<file path="src/rtl/id_ex_stage.sv">
// ID/EX pipeline register: holds one decoded instruction, forwards operands and
// detects hazards. Define ID_EX_FWD_EN to build the forwarding muxes.
module id_ex_stage #(
    parameter int unsigned XLEN = 32,
    parameter int unsigned RAW  = 5
) (
    input  logic            clk,
    input  logic            rst,
    input  logic            id_valid,
    output logic            id_ready,
    input  logic [XLEN-1:0] id_pc,
    input  logic [XLEN-1:0] id_rs1_data,
    input  logic [XLEN-1:0] id_rs2_data,
    input  logic [XLEN-1:0] id_imm,
    input  logic [RAW-1:0]  id_rs1,
    input  logic [RAW-1:0]  id_rs2,
    input  logic [RAW-1:0]  id_rd,
    input  logic [3:0]      id_alu_sel,
    input  logic            id_asel,
    input  logic            id_bsel,
    input  logic            id_reg_wen,
    input  logic            id_mem_read,
    input  logic            flush,
    input  logic            ex_ready,
    input  logic [RAW-1:0]  exmem_rd,
    input  logic            exmem_wen,
    input  logic [XLEN-1:0] exmem_result,
    input  logic [RAW-1:0]  memwb_rd,
    input  logic            memwb_wen,
    input  logic [XLEN-1:0] memwb_result,
    output logic            ex_valid,
    output logic [XLEN-1:0] dataA,
    output logic [XLEN-1:0] dataB,
    output logic [3:0]      sel_ALU,
    output logic [XLEN-1:0] ex_store_data,
    output logic [RAW-1:0]  ex_rd,
    output logic            ex_reg_wen,
    output logic            ex_mem_read,
    output logic [XLEN-1:0] ex_pc
);

    logic [XLEN-1:0] rs1_data_q, rs2_data_q, imm_q;
    logic [RAW-1:0]  rs1_q, rs2_q;
    logic            asel_q, bsel_q;
    logic [XLEN-1:0] rs1_fwd, rs2_fwd;
    logic            hazard;

`ifdef ID_EX_FWD_EN
    // EX/MEM beats MEM/WB; x0 is never forwarded
    always_comb begin
        rs1_fwd = rs1_data_q;
        rs2_fwd = rs2_data_q;
        if (exmem_wen && exmem_rd == rs1_q && rs1_q != '0)
            rs1_fwd = exmem_result;
        else if (memwb_wen && memwb_rd == rs1_q && rs1_q != '0)
            rs1_fwd = memwb_result;
        if (exmem_wen && exmem_rd == rs2_q && rs2_q != '0)
            rs2_fwd = exmem_result;
        else if (memwb_wen && memwb_rd == rs2_q && rs2_q != '0)
            rs2_fwd = memwb_result;
    end

    assign hazard = ex_valid && ex_mem_read && ex_rd != '0 &&
                    (ex_rd == id_rs1 || ex_rd == id_rs2);
`else
    logic unused_results;
    logic rs1_busy, rs2_busy;

    assign unused_results = ^{exmem_result, memwb_result};
    assign rs1_fwd = rs1_data_q;
    assign rs2_fwd = rs2_data_q;

    // Without forwarding, any in-flight writer of a source register stalls decode
    assign rs1_busy = id_rs1 != '0 &&
                      ((ex_valid && ex_reg_wen && ex_rd == id_rs1) ||
                       (exmem_wen && exmem_rd == id_rs1) ||
                       (memwb_wen && memwb_rd == id_rs1));
    assign rs2_busy = id_rs2 != '0 &&
                      ((ex_valid && ex_reg_wen && ex_rd == id_rs2) ||
                       (exmem_wen && exmem_rd == id_rs2) ||
                       (memwb_wen && memwb_rd == id_rs2));
    assign hazard = rs1_busy || rs2_busy;
`endif

    assign id_ready      = (!ex_valid || ex_ready) && !hazard;
    assign dataA         = asel_q ? ex_pc : rs1_fwd;
    assign dataB         = bsel_q ? imm_q : rs2_fwd;
    assign ex_store_data = rs2_fwd;

    // Flush > capture > bubble > hold (hold refreshes operands from forwarding)
    always_ff @(posedge clk or posedge rst) begin
        if (rst) begin
            ex_valid    <= 1'b0;
            ex_pc       <= '0;
            rs1_data_q  <= '0;
            rs2_data_q  <= '0;
            imm_q       <= '0;
            rs1_q       <= '0;
            rs2_q       <= '0;
            ex_rd       <= '0;
            sel_ALU     <= 4'b0000;
            asel_q      <= 1'b0;
            bsel_q      <= 1'b0;
            ex_reg_wen  <= 1'b0;
            ex_mem_read <= 1'b0;
        end else if (flush) begin
            ex_valid    <= 1'b0;
            ex_reg_wen  <= 1'b0;
            ex_mem_read <= 1'b0;
        end else if (id_valid && id_ready) begin
            ex_valid    <= 1'b1;
            ex_pc       <= id_pc;
            rs1_data_q  <= id_rs1_data;
            rs2_data_q  <= id_rs2_data;
            imm_q       <= id_imm;
            rs1_q       <= id_rs1;
            rs2_q       <= id_rs2;
            ex_rd       <= id_rd;
            sel_ALU     <= id_alu_sel;
            asel_q      <= id_asel;
            bsel_q      <= id_bsel;
            ex_reg_wen  <= id_reg_wen;
            ex_mem_read <= id_mem_read;
        end else if (ex_valid && ex_ready) begin
            ex_valid    <= 1'b0;
            ex_reg_wen  <= 1'b0;
            ex_mem_read <= 1'b0;
        end else if (ex_valid) begin
            rs1_data_q  <= rs1_fwd;
            rs2_data_q  <= rs2_fwd;
        end
    end

endmodule

</file>
<file path="config.mk">
export PLATFORM = sky130hd
export DESIGN_NAME = id_ex_stage
export DESIGN_NICKNAME = d
export VERILOG_FILES = /design/src/rtl/id_ex_stage.sv
export SDC_FILE = /design/constraint.sdc
export NUM_CORES = 1
export LEC_CHECK = 0
export ABC_CLOCK_PERIOD_IN_PS = 10450
export CORE_AREA = 3 3 143 145
export DETAILED_ROUTE_END_ITERATION = 10
export DIE_AREA = 0 0 146 148
export PLACE_DENSITY = 0.74
export SETUP_SLACK_MARGIN = 0.4
export SLEW_MARGIN = 20
export SYNTH_ARGS = -nofsm -noshare
export SYNTH_HDL_FRONTEND = slang
export SYNTH_SLANG_ARGS = --single-unit
</file>
<file path="constraint.sdc">
create_clock -name clk -period 10.45 [get_ports clk]
set_input_delay 2.09 -clock clk [delete_from_list [all_inputs] [get_ports clk]]
set_output_delay 2.09 -clock clk [all_outputs]
set_load 0.05 [all_outputs]
</file>
== Word-level counts from Yosys, hierarchy flattened ==
Index checks and enable logic that the tools add are counted.
W data, S select, Z words.
Word-level totals
  input bits: 232
  register bits: 142
Cells by class
  muxes and demuxes: 9
  reductions and logical operators: 24
  bitwise logic cells: 1
  equal/unequal tests: 6
Operators with widths (number)
  $mux W32: 2
  $eq A5 B5 Y1: 6
  $logic_and A1 B1 Y1: 12
  $reduce_bool A5 Y1: 2
  $mux W1: 7
  $logic_or A1 B1 Y1: 6
  $reduce_bool A3 Y1: 1
  $logic_not A1 Y1: 2
  $reduce_and A2 Y1: 1
  $not A1 Y1: 1

== Depth between registers and ports, before layout ==
Gate-level depths: netlist (run 1).
  word-level depth: 11
  depth in mapped cells: 8

== Worst setup path after synthesis (run 1) ==
OpenSTA, ideal clock, no wires.
  path kind: input-to-output
  start: input port id_rs2[1]
  end: output port id_ready
  cell stages on the path: 5
  setup slack: 4.888 ns
  buffers on the path: 0
  arrival time: 3.472 ns
  cell sequence: or4_1 -> nor2_2 -> nor4_1 -> nor3_2 -> and2_1
Between the ends
  cells in the longest elaborated chain, start to end: 8
  elaborated cells on any way between the ends: 13
RTL lines
  start, declared: RTL line 16  | input logic [RAW-1:0] id_rs2,
  $eq A5 B5 Y1 (on tied branches): RTL line 79, 80
  $logic_and A1 B1 Y1 (on tied branches): RTL line 79, 80
  $logic_or A1 B1 Y1: RTL line 79  | ((ex_valid && ex_reg_wen && ex_rd == id_rs2) ||
  $logic_or A1 B1 Y1: RTL line 80  | (exmem_wen && exmem_rd == id_rs2) ||
  $logic_and A1 B1 Y1 *: RTL line 78  | assign rs2_busy = id_rs2 != '0 &&
  $logic_or A1 B1 Y1 *: RTL line 82  | assign hazard = rs1_busy || rs2_busy;
  $logic_not A1 Y1 *: RTL line 85  | assign id_ready = (!ex_valid || ex_ready) && !hazard;
  $logic_and A1 B1 Y1 *: RTL line 85
  end, declared: RTL line 10  | output logic id_ready,
Every way passes the cells marked *; elsewhere a longest branch is shown, timed or not.

== Worst setup path after layout (run 1) ==
  start: input port id_rs2[2]
  end: output port id_ready
The elaborated chain is that of the path after synthesis.

==> impl_metrics.ini, run 1 <==
[synth]
yosys_warnings = 0
async_reset_ff_share_pct = 100
synth-seq-cells = 142
synth.cell_area_sq_um = 6900
ys_top_cells_by_count = dfrtp_1, mux2_4, mux2_2
ys_types = 28
synth_enable_flop_cells = 0
synth.net_count = 665
synth_largest_type_area_fraction_pct = 51.5
synth.area.top_cells = dfrtp_1, mux2_4, mux2_2
syn_avg_cell_area_sq_um = 15.9
syn_inst = 433
synthDominantAreaCellType = dfrtp_1
post-synth-top-count-cell = dfrtp_1
ys.flop_type = dfrtp_1
seq_area_frac_synth_pct = 51.5

[critical_path]
r2r_start = ex_rd[3]$_DFFE_PP0P_
reg2reg_setup_slack_ns = 7.75
ff2ff_path_depth = 7
worst_setup_path_end_kind = output port
cp_common_cell = clkdlybuf4s50_1
critPathKind = in2out
critical_path_slowest_stage_cell = clkdlybuf4s50_1
critical_path.reg2reg.endpoint = ex_rd[1]$_DFFE_PP0P_
timing.critical_path.slowest_cell_delay_ns = 0.79
arrival_ns = 4.66
critical_path_cell_by_cell = clkdlybuf4s50_1, or4_1, nor2_2, nor4_1, nor3_2, and2_1, clkdlybuf4s50_1
critical_path.max_fanout = 4
cp.required_ns = 8.36
setup.worst_path.start_class = input pin

[clock_tree]
cts_root_buf = clkbuf_16
number_of_buffers_inserted_during_clock_tree_synthesis = 17
clock_insertion_delay_worst_skew_ns = 0.41
cts_hold_buf = 0
cts_resizes = 0
clkTransAtPathRegs_ns = 0.05
post-cts-setup-buffers = 0
cts_tree = built
htree_levels = 4
cts_max_path_buffers = 2
tritoncts_num_sinks = 142

[die]
die_footprint_sq_um = 21600
start_util_pct = 35.7
die_w_um = 146
fp-row-count = 51
io_pins = 373
floorplan.die.height_um = 148
placeableCoreArea_sq_um = 19300

[hold_path]
min_delay_path_depth = 1
hold_start = imm_q[2]$_DFFE_PP0P_
hold_path_end = imm_q[2]$_DFFE_PP0P_
hold_path.class = reg2reg

[status]
run_status = finished clean

[grt]
total_gr_overflow = 0
grt_start_max_net_pins = 140
grt_antenna_before_repair = 0
gr-usage-all-layers_pct = 17.3
vias_in_the_first_global_route = 5398
first_pass_grt_wire_length_um = 30000

[timing]
setup-violations-final = 0
post-route-min-period_ns = 6.75
hold-worst-slack_ns = 0.502
final.setup_skew_ns = 0.0114
tightestPinTransition_ns = 1.14
min_period_over_period_pct = 64.6
fin_tns_setup_ns = 0
number_of_pins_exceeding_their_max_slew_limit_in_the_final_report = 0
unrepaired_setup_endpoints_after_global_routing = no
slew_headroom_pct = 23.7
fmaxAchievable_mhz = 148
hold_violations = 0

[route]
first_iter_violations = 110
wl_per_cell_um = 18.5
antenna_left = 0
post_drt_via_cell_ratio = 4.65
drt-total-wl_um = 18900
via_count = 4742
dr.pass1.iters = 4
route.detailed.drc = 0

[place]
place.detailed.hpwl_um = 13600
port_buffers = 308
finalWeightedCongestion = 0.908

[finish]
antenna-diode-count = 0
number_of_nets_in_the_finished_design = 973
share_of_post_route_cells_with_drive_strength_above_1_pct = 32.0
fillerInstances = 1565
synthToLayoutAreaGrowth_pct = 56.2

[flow_run]
max_cap_viol_count = 0

[pwr]
worst_ir_drop_vdd_mv = 0.129
pwr_density_cell_nw_per_um2 = 238
p_leak_nw = 4.69
registers in the layout, summed over array words and instances, names as in the netlist:
| name | flops |
|---|---|
| ex_reg_wen | 1 |
| rs1_data_q | 32 |
| ex_pc | 32 |
| ex_valid | 1 |
| ex_store_data | 32 |
| asel_q | 1 |
| sel_ALU | 4 |
| ex_rd | 5 |
| bsel_q | 1 |
| imm_q | 32 |
| ex_mem_read | 1 |
worst max-delay path: cells and delay by family:
family	cells	cell delay, ns
AND/OR/NAND/NOR	5	1.24
buffers and inverters	2	1.33
cell type report:
type / count / area (sq um) / share of cell area [%]
well taps: 265 / 332 / 3.08
clock buffers: 20 / 457 / 4.24
clock inverters: 12 / 135 / 1.25
repair buffers: 312 / 3130 / 29.0
multi-input cells: 267 / 3170 / 29.4
flip-flops and latches: 142 / 3550 / 33.0
inverters: 1 / 8.76 / 0.0813
per-stage QoR:
step / area (sq um) / setup slack, ns / total power [mW] / instances / util (%)
floorplan: 6900 / 4.55 / 1.56 / 433 / -
finish: 10800 / 3.70 / 2.57 / 1019 / 55.7
detailed placement: 10200 / 3.73 / 1.98 / 987 / 52.7
global placement: 10200 / 3.75 / 1.96 / 987 / 52.7
CTS: 10800 / 3.72 / 2.60 / 1019 / 55.7
global route: 10800 / 3.60 / 2.67 / 1019 / 55.7
worst max-delay path by stage:
stage / cells after the start / endpoint / from / slack (ns)
2_1_floorplan: 1 / asel_q$_DFFE_PP0P_ / rst / 4.55
3_3_place_gp: 7 / id_ready / id_rs2[1] / 3.75
3_5_place_dp: 7 / id_ready / id_rs2[1] / 3.73
4_1_cts: 7 / id_ready / id_rs2[1] / 3.72
5_1_grt: 7 / id_ready / id_rs2[1] / 3.60
6_report: 7 / id_ready / id_rs2[2] / 3.70
cells in the final DEF, fill, tap and decap left out, types with 2 or more instances in the layout:
cell	synthesis	layout
dfrtp_1	142	142
clkdlybuf4s50_1	0	308
bufinv_16	0	2
clkinv_2	0	2
mux2i_1	2	2
clkinvlp_4	0	4
inv_6	0	3
nand2_1	5	5
clkinv_4	0	2
clkbuf_16	0	17
clkbuf_8	0	2
nand4_1	5	5
mux2_4	110	110
nand3_1	3	3
mux2_2	93	93
xor2_1	6	6
nor4_1	2	2
nor3_1	2	2
nand2b_1	3	3
xnor2_1	24	24
buf_4	1	3
a21oi_1	3	3
logic make-up (layout without fill, tap and decap cells):
family                 Yosys count  count (layout)  synth area share, %
multiplexers                   205             205                 39.4
flip-flops                     142             142                 51.5
XOR/XNOR                        30              30                 3.81
AND/OR/NAND/NOR                 27              27                 2.29
buffers and inverters           24             345                 2.58
AO/OA/AOI/OAI                    5               5                0.417
layer usage:
metal	up-vias	part of all wire (%)	GRT usage [%]
met4	0	2.9	7.10
met3	37	6.2	4.87
met2	200	51	30.4
li1	2158	-	-
met5	-	0	0
met1	2347	40	20.0
power by group:
group	internal (mW)	leakage, nW	switching [mW]
Clock	0.366	0.279	0.237
Combinational	0.516	2.73	0.702
Sequential	0.665	1.67	0.0830
Power figures use the tool's default switching activity.
==> inputs of run 2 (changes only) <==
ABC_CLOCK_PERIOD_IN_PS = 6500   (was 10450)
clock period = 6.5 ns   (was 10.45 ns; I/O delays follow)
==> run 2 against run 1 <==
- total power increased by 63%
- clock power rose by 72%
- final cell count hardly changed
- non-clock buffer count unchanged
- via count stayed put
- routed wire length down 0.65%
- critical path depth did not move
- sequential power rose by 60%
- worst hold slack worse by 0.0045 ns
- worst setup slack lost 2.3 ns
- sequential cell count unchanged
- highest routed layer unchanged
==> impl_metrics.ini, run 2 (synthesis gave the netlist of run 1 again) <==
[grt]
grt_start_max_net_pins = 140
grt_antenna_before_repair = 0
vias_in_the_first_global_route = 5322
first_pass_grt_wire_length_um = 29600
total_gr_overflow = 0
gr-usage-all-layers_pct = 17.3

[timing]
final.setup_skew_ns = 0.00977
setup-violations-final = 0
hold_violations = 0
post-route-min-period_ns = 5.15
unrepaired_setup_endpoints_after_global_routing = no
tightestPinTransition_ns = 1.20
fin_tns_setup_ns = 0
hold-worst-slack_ns = 0.497
worst_slack_ns = 1.35
fmaxAchievable_mhz = 194
min_period_over_period_pct = 79.2
number_of_pins_exceeding_their_max_slew_limit_in_the_final_report = 0
slew_headroom_pct = 19.9

[clock_tree]
htree_levels = 4
clkTransAtPathRegs_ns = 0.06
clock_insertion_delay_worst_skew_ns = 0.41
cts_max_path_buffers = 2
post-cts-setup-buffers = 0
number_of_buffers_inserted_during_clock_tree_synthesis = 17
tritoncts_num_sinks = 142
cts_resizes = 0
cts_tree = built
cts_root_buf = clkbuf_16
cts_hold_buf = 0

[route]
via_count = 4742
route.detailed.drc = 0
drt-total-wl_um = 18800
post_drt_via_cell_ratio = 4.66
wl_per_cell_um = 18.4
antenna_left = 0
dr.pass1.iters = 5
first_iter_violations = 162

[critical_path]
timing.critical_path.slowest_cell_delay_ns = 0.80
cp_num_buf_inv = 2
crit_path_start = id_rs2[1]
cp_top_family = buffers and inverters
critical_path.max_fanout = 4
critPathKind = in2out
reg2reg_setup_slack_ns = 3.77
critical_path_cell_by_cell = clkdlybuf4s50_1, or4_1, nor2_2, nor4_1, nor3_2, and2_1, clkdlybuf4s50_1
setup.worst_path.start_class = input pin
worst_setup_path_end_kind = output port
ff2ff_path_depth = 7
critical_path_cell_count = 7
setup.worst_path.end = id_ready
critical_path_slowest_stage_cell = clkdlybuf4s50_1
critical_path.reg2reg.endpoint = imm_q[16]$_DFFE_PP0P_
cp_common_cell = clkdlybuf4s50_1
r2r_start = ex_rd[3]$_DFFE_PP0P_
arrival_ns = 3.85
cp.required_ns = 5.20

[pwr]
p_leak_nw = 4.71
power.combinational.fraction_pct = 46.7
internal-power_mw = 2.55
sequentialPowerShare_pct = 28.7
worst_ir_drop_vdd_mv = 0.195
switchingPower_mw = 1.65
switching_share_pct = 39.2
clockPowerShare_pct = 24.7
overall_power_mw = 4.20
pwr_density_cell_nw_per_um2 = 388

[status]
run_status = finished clean

[place]
dp_worst_setup_slack_ns = 1.37
finalWeightedCongestion = 0.944
port_buffers = 308
place.detailed.hpwl_um = 13400
placement.cell_area_sq_um = 10200
placed_cells = 987

[die]
floorplan.die.height_um = 148
fp-row-count = 51
io_pins = 373
placeableCoreArea_sq_um = 19300
die_w_um = 146
start_util_pct = 35.7
die_footprint_sq_um = 21600

[finish]
final_core_util_pct = 55.9
final_cells = 1018
share_of_post_route_cells_with_drive_strength_above_1_pct = 32.0
antenna-diode-count = 0
number_of_nets_in_the_finished_design = 973
layout.cells.most_common_list = clkdlybuf4s50_1, dfrtp_1, mux2_4, mux2_2, xnor2_1
synthToLayoutAreaGrowth_pct = 56.7
commonest_non_fill_non_tap_cell_in_the_layout = clkdlybuf4s50_1
final_area_sq_um = 10800

[hold_path]
min_delay_path_depth = 1
hold_path.class = reg2reg
hold_start = imm_q[13]$_DFFE_PP0P_

[flow_run]
max_cap_viol_count = 0
[run 2: worst min-delay path by stage]
stage                                       end
after detailed placement   imm_q[9]$_DFFE_PP0P_
after CTS                 imm_q[13]$_DFFE_PP0P_
after global routing       imm_q[6]$_DFFE_PP0P_
after global placement     imm_q[1]$_DFFE_PP0P_
final                     imm_q[13]$_DFFE_PP0P_
after floorplan           imm_q[12]$_DFFE_PP0P_
[run 2: power by group through the flow]
stage / registers [mW] / clock network [mW] / logic [mW]
5_1_grt: 1.23 / 1.10 / 2.03
3_3_place_gp: 1.20 / 0 / 1.95
2_1_floorplan: 1.52 / 0 / 0.990
6_report: 1.20 / 1.04 / 1.96
3_5_place_dp: 1.21 / 0 / 1.97
4_1_cts: 1.20 / 1.06 / 1.97
[run 2: routing by layer]
metal	vias up	track usage, %	wire length, um
li1	2158	-	-
met5	-	0	0
met4	0	6.59	405
met1	2359	20.5	7610
met2	201	30.0	9620
met3	24	4.94	1130
[run 2: layout make-up]
class	instances	area, sq um
clock buffer	18	439
clock inverter	13	186
multi-input combinational	267	3170
sequential	142	3550
fill	1576	8520
inverter	1	8.76
tap	265	332
timing repair buffer	312	3130
